<file path="src/rtl/sp_ram_arbiter.sv">
// Round-robin arbiter that shares one 1024x16 single-port block RAM between two
// request/grant clients, with optional burst lock and per-port tagged read return.
module sp_ram_arbiter #(
  parameter int ADDR_W = 10,
  parameter int DATA_W = 16
) (
  input  logic              clk,
  input  logic              rst_n,
  input  logic              req_p0,
  input  logic              req_p1,
  input  logic              we_p0,
  input  logic              we_p1,
  input  logic              lock_p0,
  input  logic              lock_p1,
  input  logic [ADDR_W-1:0] addr_p0,
  input  logic [ADDR_W-1:0] addr_p1,
  input  logic [DATA_W-1:0] wdata_p0,
  input  logic [DATA_W-1:0] wdata_p1,
  output logic              gnt_p0,
  output logic              gnt_p1,
  output logic              rvalid_p0,
  output logic              rvalid_p1,
  output logic [DATA_W-1:0] rdata_p0,
  output logic [DATA_W-1:0] rdata_p1,
  output logic              ram_ce,
  output logic              ram_oce,
  output logic              ram_wre,
  output logic              ram_reset,
  output logic [ADDR_W-1:0] ram_ad,
  output logic [DATA_W-1:0] ram_din,
  input  logic [DATA_W-1:0] ram_dout
);

  typedef enum logic [1:0] {
    OWN_NONE = 2'd0,
    OWN_P0   = 2'd1,
    OWN_P1   = 2'd2
  } owner_e;

  owner_e            owner_q, owner_d;
  logic              rr_ptr_q, rr_ptr_d;
  logic              rd_tag_vld_q, rd_tag_vld_d;
  logic              rd_tag_port_q, rd_tag_port_d;
  logic              rvalid_p0_q, rvalid_p0_d;
  logic              rvalid_p1_q, rvalid_p1_d;
  logic [DATA_W-1:0] rdata_p0_q, rdata_p0_d;
  logic [DATA_W-1:0] rdata_p1_q, rdata_p1_d;

  // An owner excludes the other port entirely; otherwise rr_ptr breaks ties.
  always_comb begin
    gnt_p0 = 1'b0;
    gnt_p1 = 1'b0;
    case (owner_q)
      OWN_P0: gnt_p0 = req_p0;
      OWN_P1: gnt_p1 = req_p1;
      default: begin
        if (req_p0 && req_p1) begin
          gnt_p0 = ~rr_ptr_q;
          gnt_p1 = rr_ptr_q;
        end else begin
          gnt_p0 = req_p0;
          gnt_p1 = req_p1;
        end
      end
    endcase
  end

  always_comb begin
    rr_ptr_d      = rr_ptr_q;
    owner_d       = owner_q;
    rd_tag_vld_d  = 1'b0;
    rd_tag_port_d = rd_tag_port_q;
    rvalid_p0_d   = 1'b0;
    rvalid_p1_d   = 1'b0;
    rdata_p0_d    = rdata_p0_q;
    rdata_p1_d    = rdata_p1_q;

    if (gnt_p0) begin
      rr_ptr_d      = 1'b1;
      owner_d       = lock_p0 ? OWN_P0 : OWN_NONE;
      rd_tag_vld_d  = ~we_p0;
      rd_tag_port_d = 1'b0;
    end else if (gnt_p1) begin
      rr_ptr_d      = 1'b0;
      owner_d       = lock_p1 ? OWN_P1 : OWN_NONE;
      rd_tag_vld_d  = ~we_p1;
      rd_tag_port_d = 1'b1;
    end else if ((owner_q == OWN_P0 && !lock_p0) || (owner_q == OWN_P1 && !lock_p1)) begin
      owner_d = OWN_NONE;
    end

    // RAM is in bypass mode, so ram_dout belongs to the read issued last edge.
    if (rd_tag_vld_q) begin
      if (rd_tag_port_q) begin
        rdata_p1_d  = ram_dout;
        rvalid_p1_d = 1'b1;
      end else begin
        rdata_p0_d  = ram_dout;
        rvalid_p0_d = 1'b1;
      end
    end
  end

  always_ff @(posedge clk or negedge rst_n) begin
    if (!rst_n) begin
      owner_q       <= OWN_NONE;
      rr_ptr_q      <= 1'b0;
      rd_tag_vld_q  <= 1'b0;
      rd_tag_port_q <= 1'b0;
      rvalid_p0_q   <= 1'b0;
      rvalid_p1_q   <= 1'b0;
      rdata_p0_q    <= '0;
      rdata_p1_q    <= '0;
    end else begin
      owner_q       <= owner_d;
      rr_ptr_q      <= rr_ptr_d;
      rd_tag_vld_q  <= rd_tag_vld_d;
      rd_tag_port_q <= rd_tag_port_d;
      rvalid_p0_q   <= rvalid_p0_d;
      rvalid_p1_q   <= rvalid_p1_d;
      rdata_p0_q    <= rdata_p0_d;
      rdata_p1_q    <= rdata_p1_d;
    end
  end

  assign rvalid_p0 = rvalid_p0_q;
  assign rvalid_p1 = rvalid_p1_q;
  assign rdata_p0  = rdata_p0_q;
  assign rdata_p1  = rdata_p1_q;

  // With no grant the address/data mux idles on the p0 fields.
  assign ram_ce    = gnt_p0 | gnt_p1;
  assign ram_oce   = 1'b1;
  assign ram_wre   = gnt_p1 ? we_p1 : (gnt_p0 & we_p0);
  assign ram_reset = ~rst_n;
  assign ram_ad    = gnt_p1 ? addr_p1 : addr_p0;
  assign ram_din   = gnt_p1 ? wdata_p1 : wdata_p0;

endmodule

</file>
<file path="config.mk">
export PLATFORM = sky130hd
export DESIGN_NAME = sp_ram_arbiter
export DESIGN_NICKNAME = d
export VERILOG_FILES = /design/src/rtl/sp_ram_arbiter.sv
export SDC_FILE = /design/constraint.sdc
export NUM_CORES = 1
export LEC_CHECK = 0
export CAP_MARGIN = 10
export CORE_MARGIN = 2
export CORE_UTILIZATION = 32
export DETAILED_ROUTE_END_ITERATION = 10
export GPL_ROUTABILITY_DRIVEN = 1
export GPL_TIMING_DRIVEN = 0
export PLACE_DENSITY = 0.86
export SLEW_MARGIN = 20
export SYNTH_ARGS = -nofsm -noshare
export SYNTH_HDL_FRONTEND = slang
export SYNTH_SLANG_ARGS = --single-unit
</file>
<file path="constraint.sdc">
create_clock -name clk -period 2.1 [get_ports clk]
set_clock_uncertainty 0.05 [all_clocks]
set_input_delay 0.42 -clock clk [delete_from_list [all_inputs] [get_ports clk]]
set_output_delay 0.42 -clock clk [all_outputs]
set_load 0.02 [all_outputs]
</file>
# After elaboration in Yosys (flattened, before gate mapping)
# Cells that the tools add are included.
[totals] ff_bits=39 in_bits=76 output_inout_bits=66 wordCells=49
[op_classes] eq_ne=2 mux=22 bitwise=7 reduce_logical=10
[op_table] operator="two-way mux 16 bit" count=1
[op_table] operator="two-way mux 1 bit" count=14
[op_table] operator="two-way mux 10 bit" count=1
[op_table] operator="two-way mux 2 bit" count=4
[op_table] operator="NOT 1 bit" count=5
[op_table] operator="one-hot mux 1 bit (2 select lines)" count=2
[op_table] operator="AND reduction 2 bit" count=2
[op_table] operator="logical AND 1 bit" count=3
[op_table] operator="nonzero test 3 bit" count=1
[op_table] operator="equality test 2 x 1 -> 1 bit, second input constant" count=1
[op_table] operator="equality test 2 bit, second input constant" count=1
[op_table] operator="logical NOT 1 bit" count=2
[op_table] operator="nonzero test 2 bit" count=1
[op_table] operator="bitwise AND 1 bit" count=1
[op_table] operator="logical OR 1 bit" count=1
[op_table] operator="bitwise OR 1 bit" count=1

# Longest topological paths before layout
[depth] word_depth=6 ltp_mapped=7 ltp_nobuf=6

# Worst setup path before layout
# Ideal clock, no wire load.
[synth_timing] path_kind="reg2out" start="register owner_q[0]" end="output port ram_wre" t_arrival_ns=1.670 required_time_ns=1.630 setup_slack_ns=-0.040 path_stages_with_launch=6 path_buffers=0 cell_sequence="dfrtp_1 inv_1 ha_1 o21ai_0 a31oi_2 a31o_2"
[synth_via] elab_chain_cells=4 word_cells_on_any_way=6 cone_classes="eq/ne (2); mux (3); bitwise (1)"
[synth_rtl] element="from (decl)" line_no="40" rtl="owner_e owner_q, owner_d;"
[synth_rtl] element="from (signal assigned)" line_no="115" rtl="owner_q <= owner_d;"
[synth_rtl] element="equality test 2 bit / equality test 2 x 1 -> 1 bit (equally long branches)" line_no="53" rtl="case (owner_q)"
[synth_rtl] element="one-hot mux 1 bit (2 select lines) (*)" line_no="53"
[synth_rtl] element="named net gnt_p0" line_no="19" rtl="output logic gnt_p0,"
[synth_rtl] element="bitwise AND 1 bit (*)" line_no="134" rtl="assign ram_wre = gnt_p1 ? we_p1 : (gnt_p0 & we_p0);"
[synth_rtl] element="two-way mux 1 bit (*)" line_no="134"
[synth_rtl] element="to (decl)" line_no="27" rtl="output logic ram_wre,"
# Mark *: on every way through the listed nets, which the timed path passes. The rest lies on a longest branch.

# Worst setup path after layout
[layout_timing] start="register owner_q[0]" end="output port ram_din[10]"
[layout_via] elab_chain_cells=3 word_cells_on_any_way=4 cone_classes="eq/ne (2); mux (2)"
[layout_rtl] element="equality test 2 bit / equality test 2 x 1 -> 1 bit (equally long branches)" line_no="53"
[layout_rtl] element="one-hot mux 1 bit (2 select lines) (*)" line_no="53"
[layout_rtl] element="two-way mux 16 bit (*)" line_no="137" rtl="assign ram_din = gnt_p1 ? wdata_p1 : wdata_p0;"
[layout_rtl] element="to (decl)" line_no="30" rtl="output logic [DATA_W-1:0] ram_din,"
# Every way passes the cells marked *; elsewhere a longest branch is shown, timed or not.

==> impl_metrics.ini <==
[critical_path]
crit_start = owner_q[0]
critPathMaxFanout = 6
cpLargestDelayFamily = flip-flops
cp_num_buf_inv = 3
r2r-start = owner_q[0]
crit_required_ps = 1630
cp-start-kind = flip-flop
cpPeakStageDelay_ps = 400
cp.arrival_ps = 1910
r2r_end = owner_q[0]
worstPathCellList = inv_2, ha_4, o21a_4, nand2_8, clkbuf_16, mux2_4, buf_6
cp-endpoint = ram_din[10]
slowest_stage = dfrtp_1
crit_type = reg -> out
ff2ff_setup_slack_ps = 210
endpoint_kind = primary output
path_depth = 7
rr_worst_depth = 9

[grt]
grt_pass1_vias = 1906
grt_pass1_wl_um = 10000
grtUsageTotal_pct = 18.2
antenna_found_initial = 0
grt-ovfl-total = 0
grt_max_degree = 31

[final_layout]
final_core_util_pct = 65.4
n_antenna_cell = 0
nFillCells = 449
final_common_cell = clkdlybuf4s50_1
layout_common_cells = clkdlybuf4s50_1 (108), dfrtp_1 (39), buf_6 (34)
final_cell_area_um2 = 3920
nets = 381
drive_above_1_share_pct = 42.9
areaGrowthSynthToFinish_pct = 95.0
fin_cells = 378

[detailed_routing]
first_pass_iters = 4
drc_errors = 0
antenna_left = 0
vias = 1749
drtIter0Drc = 28
drt-total-wl_um = 6440
via_per_inst = 4.63
wl_per_cell_um = 17.0

[timing]
finalHoldViolCount = 0
rsz0062_at_grt = true
hold-worst-slack_ps = 63.7
finalMaxSlewViolations = 0
fin_ws_ps = -284
finalCritPeriodShare_pct = 114
setup_viol = 30
max_freq_mhz = 419
fin_crit_ps = 2380
finalSetupTns_ps = -7480

[power]
p_leak_nw = 1.78
cellPowerDensity_nw_per_um2 = 1530
p_total_mw = 5.99
peakVddDrop_uv = 994

[yosys]
syn_area_per_cell_um2 = 14.7
synth-seq-cells = 39
yosysUniqueCellTypes = 29
synthCells = 137
seq_area_frac_synth_pct = 48.6
synth_area_leaders = dfrtp_1 (49%), mux2_2 (22%), mux2_4 (13%)
synth_area_um2 = 2010
yosysTopAreaCellShare_pct = 48.6
syn-num-nets = 215
yosys.area.top_type = dfrtp_1
yosysWarnings = 0

[floorplanning]
start_util_pct = 33.5
rows = 28
die_w_um = 83.2
core_area_um2 = 5990
die_h_um = 83.2
io_pins = 142
dieArea_um2 = 6930

[status]
status = finished, violations left
violations = setup timing

[placement]
numPlacedInstances = 353
placed_area_um2 = 3530
post-place-ws_ps = -692
numPortBuffers = 140
dp_hpwl_um = 4730
gp_congestion = 0.846

[clock_tree]
cts-root-buf = clkbuf_8
clk_pin_slew_ps = 70
cts_buffer_depth = 2
cts_tree = built
numClockSinks = 39
clock_latency_ps = 280
htreeDepth = 2
cts_buffers = 5

[run]
max-cap-violations = 0

[min_path]
hold_class = in -> async
worst register-to-register path: stages (launching register included):
cell and delay (ps):
dfrtp_1 400, inv_2 80, ha_4 220, buf_4 140, buf_4 140, and3b_2 200
buf_4 130, buf_4 130, o2111ai_1 200, mux2i_1 100
cells in the mapped netlist:
cell type	count
inv_2	1
nand3_1	2
mux2i_1	2
nor3_1	1
nor2b_1	1
o2111ai_1	2
buf_4	1
conb_1	1
mux2_2	40
ha_1	2
a21o_1	1
o21ai_0	2
buf_2	3
a31oi_2	1
nand2_1	1
mux2_4	18
buf_12	1
nand3b_4	1
nor2_1	1
nand2b_1	2
inv_1	6
o21a_4	1
dfrtp_1	39
and3b_2	1
nand2_8	1
a31o_2	1
or2_1	1
buf_8	1
a21oi_1	2
layer usage:
layer | GRT usage (%) | wire length [um]
met5 | 0 | 0
met4 | 6.26 | 147
met3 | 3.88 | 250
met2 | 33.9 | 3530
met1 | 20.3 | 2520
worst min-delay path by stage:
stage	start	endpoint	slack [ps]	cells after the start
4_1_cts	rst_n	rdata_p0[9]	80	2
5_1_grt	rst_n	rdata_p0[9]	90	2
2_1_floorplan	rst_n	owner_q[0]	70	0
3_5_place_dp	rst_n	rdata_p1[12]	260	1
3_3_place_gp	rdata_p1[9]	rdata_p1[9]	440	1
6_report	rst_n	rdata_p0[7]	60	2
state kept, by name, indices dropped and copies added, names as in the netlist:
register and count:
rdata_p0 16, rdata_p1 16, owner_q 2, rd_tag_port_q 1, rd_tag_vld_q 1, rr_ptr_q 1
rvalid_p0 1, rvalid_p1 1
power by group:
group	switching, mW	internal [mW]
Clock	0.246	0.348
Sequential	0.208	1.13
Combinational	1.75	2.31
layout make-up:
class	count	area, um2	area share [%]
sequential	39	976	24.9
clock inverter	1	30.0	0.767
inverter	7	26.3	0.671
multi-input combinational	85	1010	25.8
timing repair buffer	160	1670	42.6
buffer	5	42.5	1.09
clock buffer	6	72.6	1.85
tap	75	93.8	2.40
what timing repair did:
action	CTS	global route
gates cloned	1	1
hold buffers	1	0
setup endpoints to repair	30	30
setup buffers	12	4
pin swaps	3	5
resized for setup	192	9
endpoints found under the hold margin	9	0
cell families after synthesis:
logic type	Yosys count	share of synthesized area [%]
mux	60	36.9
flops	39	48.6
buf+inv	13	4.17
simple gates	12	4.86
compound gates	10	4.05
fa+ha+maj	2	1.25
other cells	1	0.187
(Power assumes the default switching activity.)
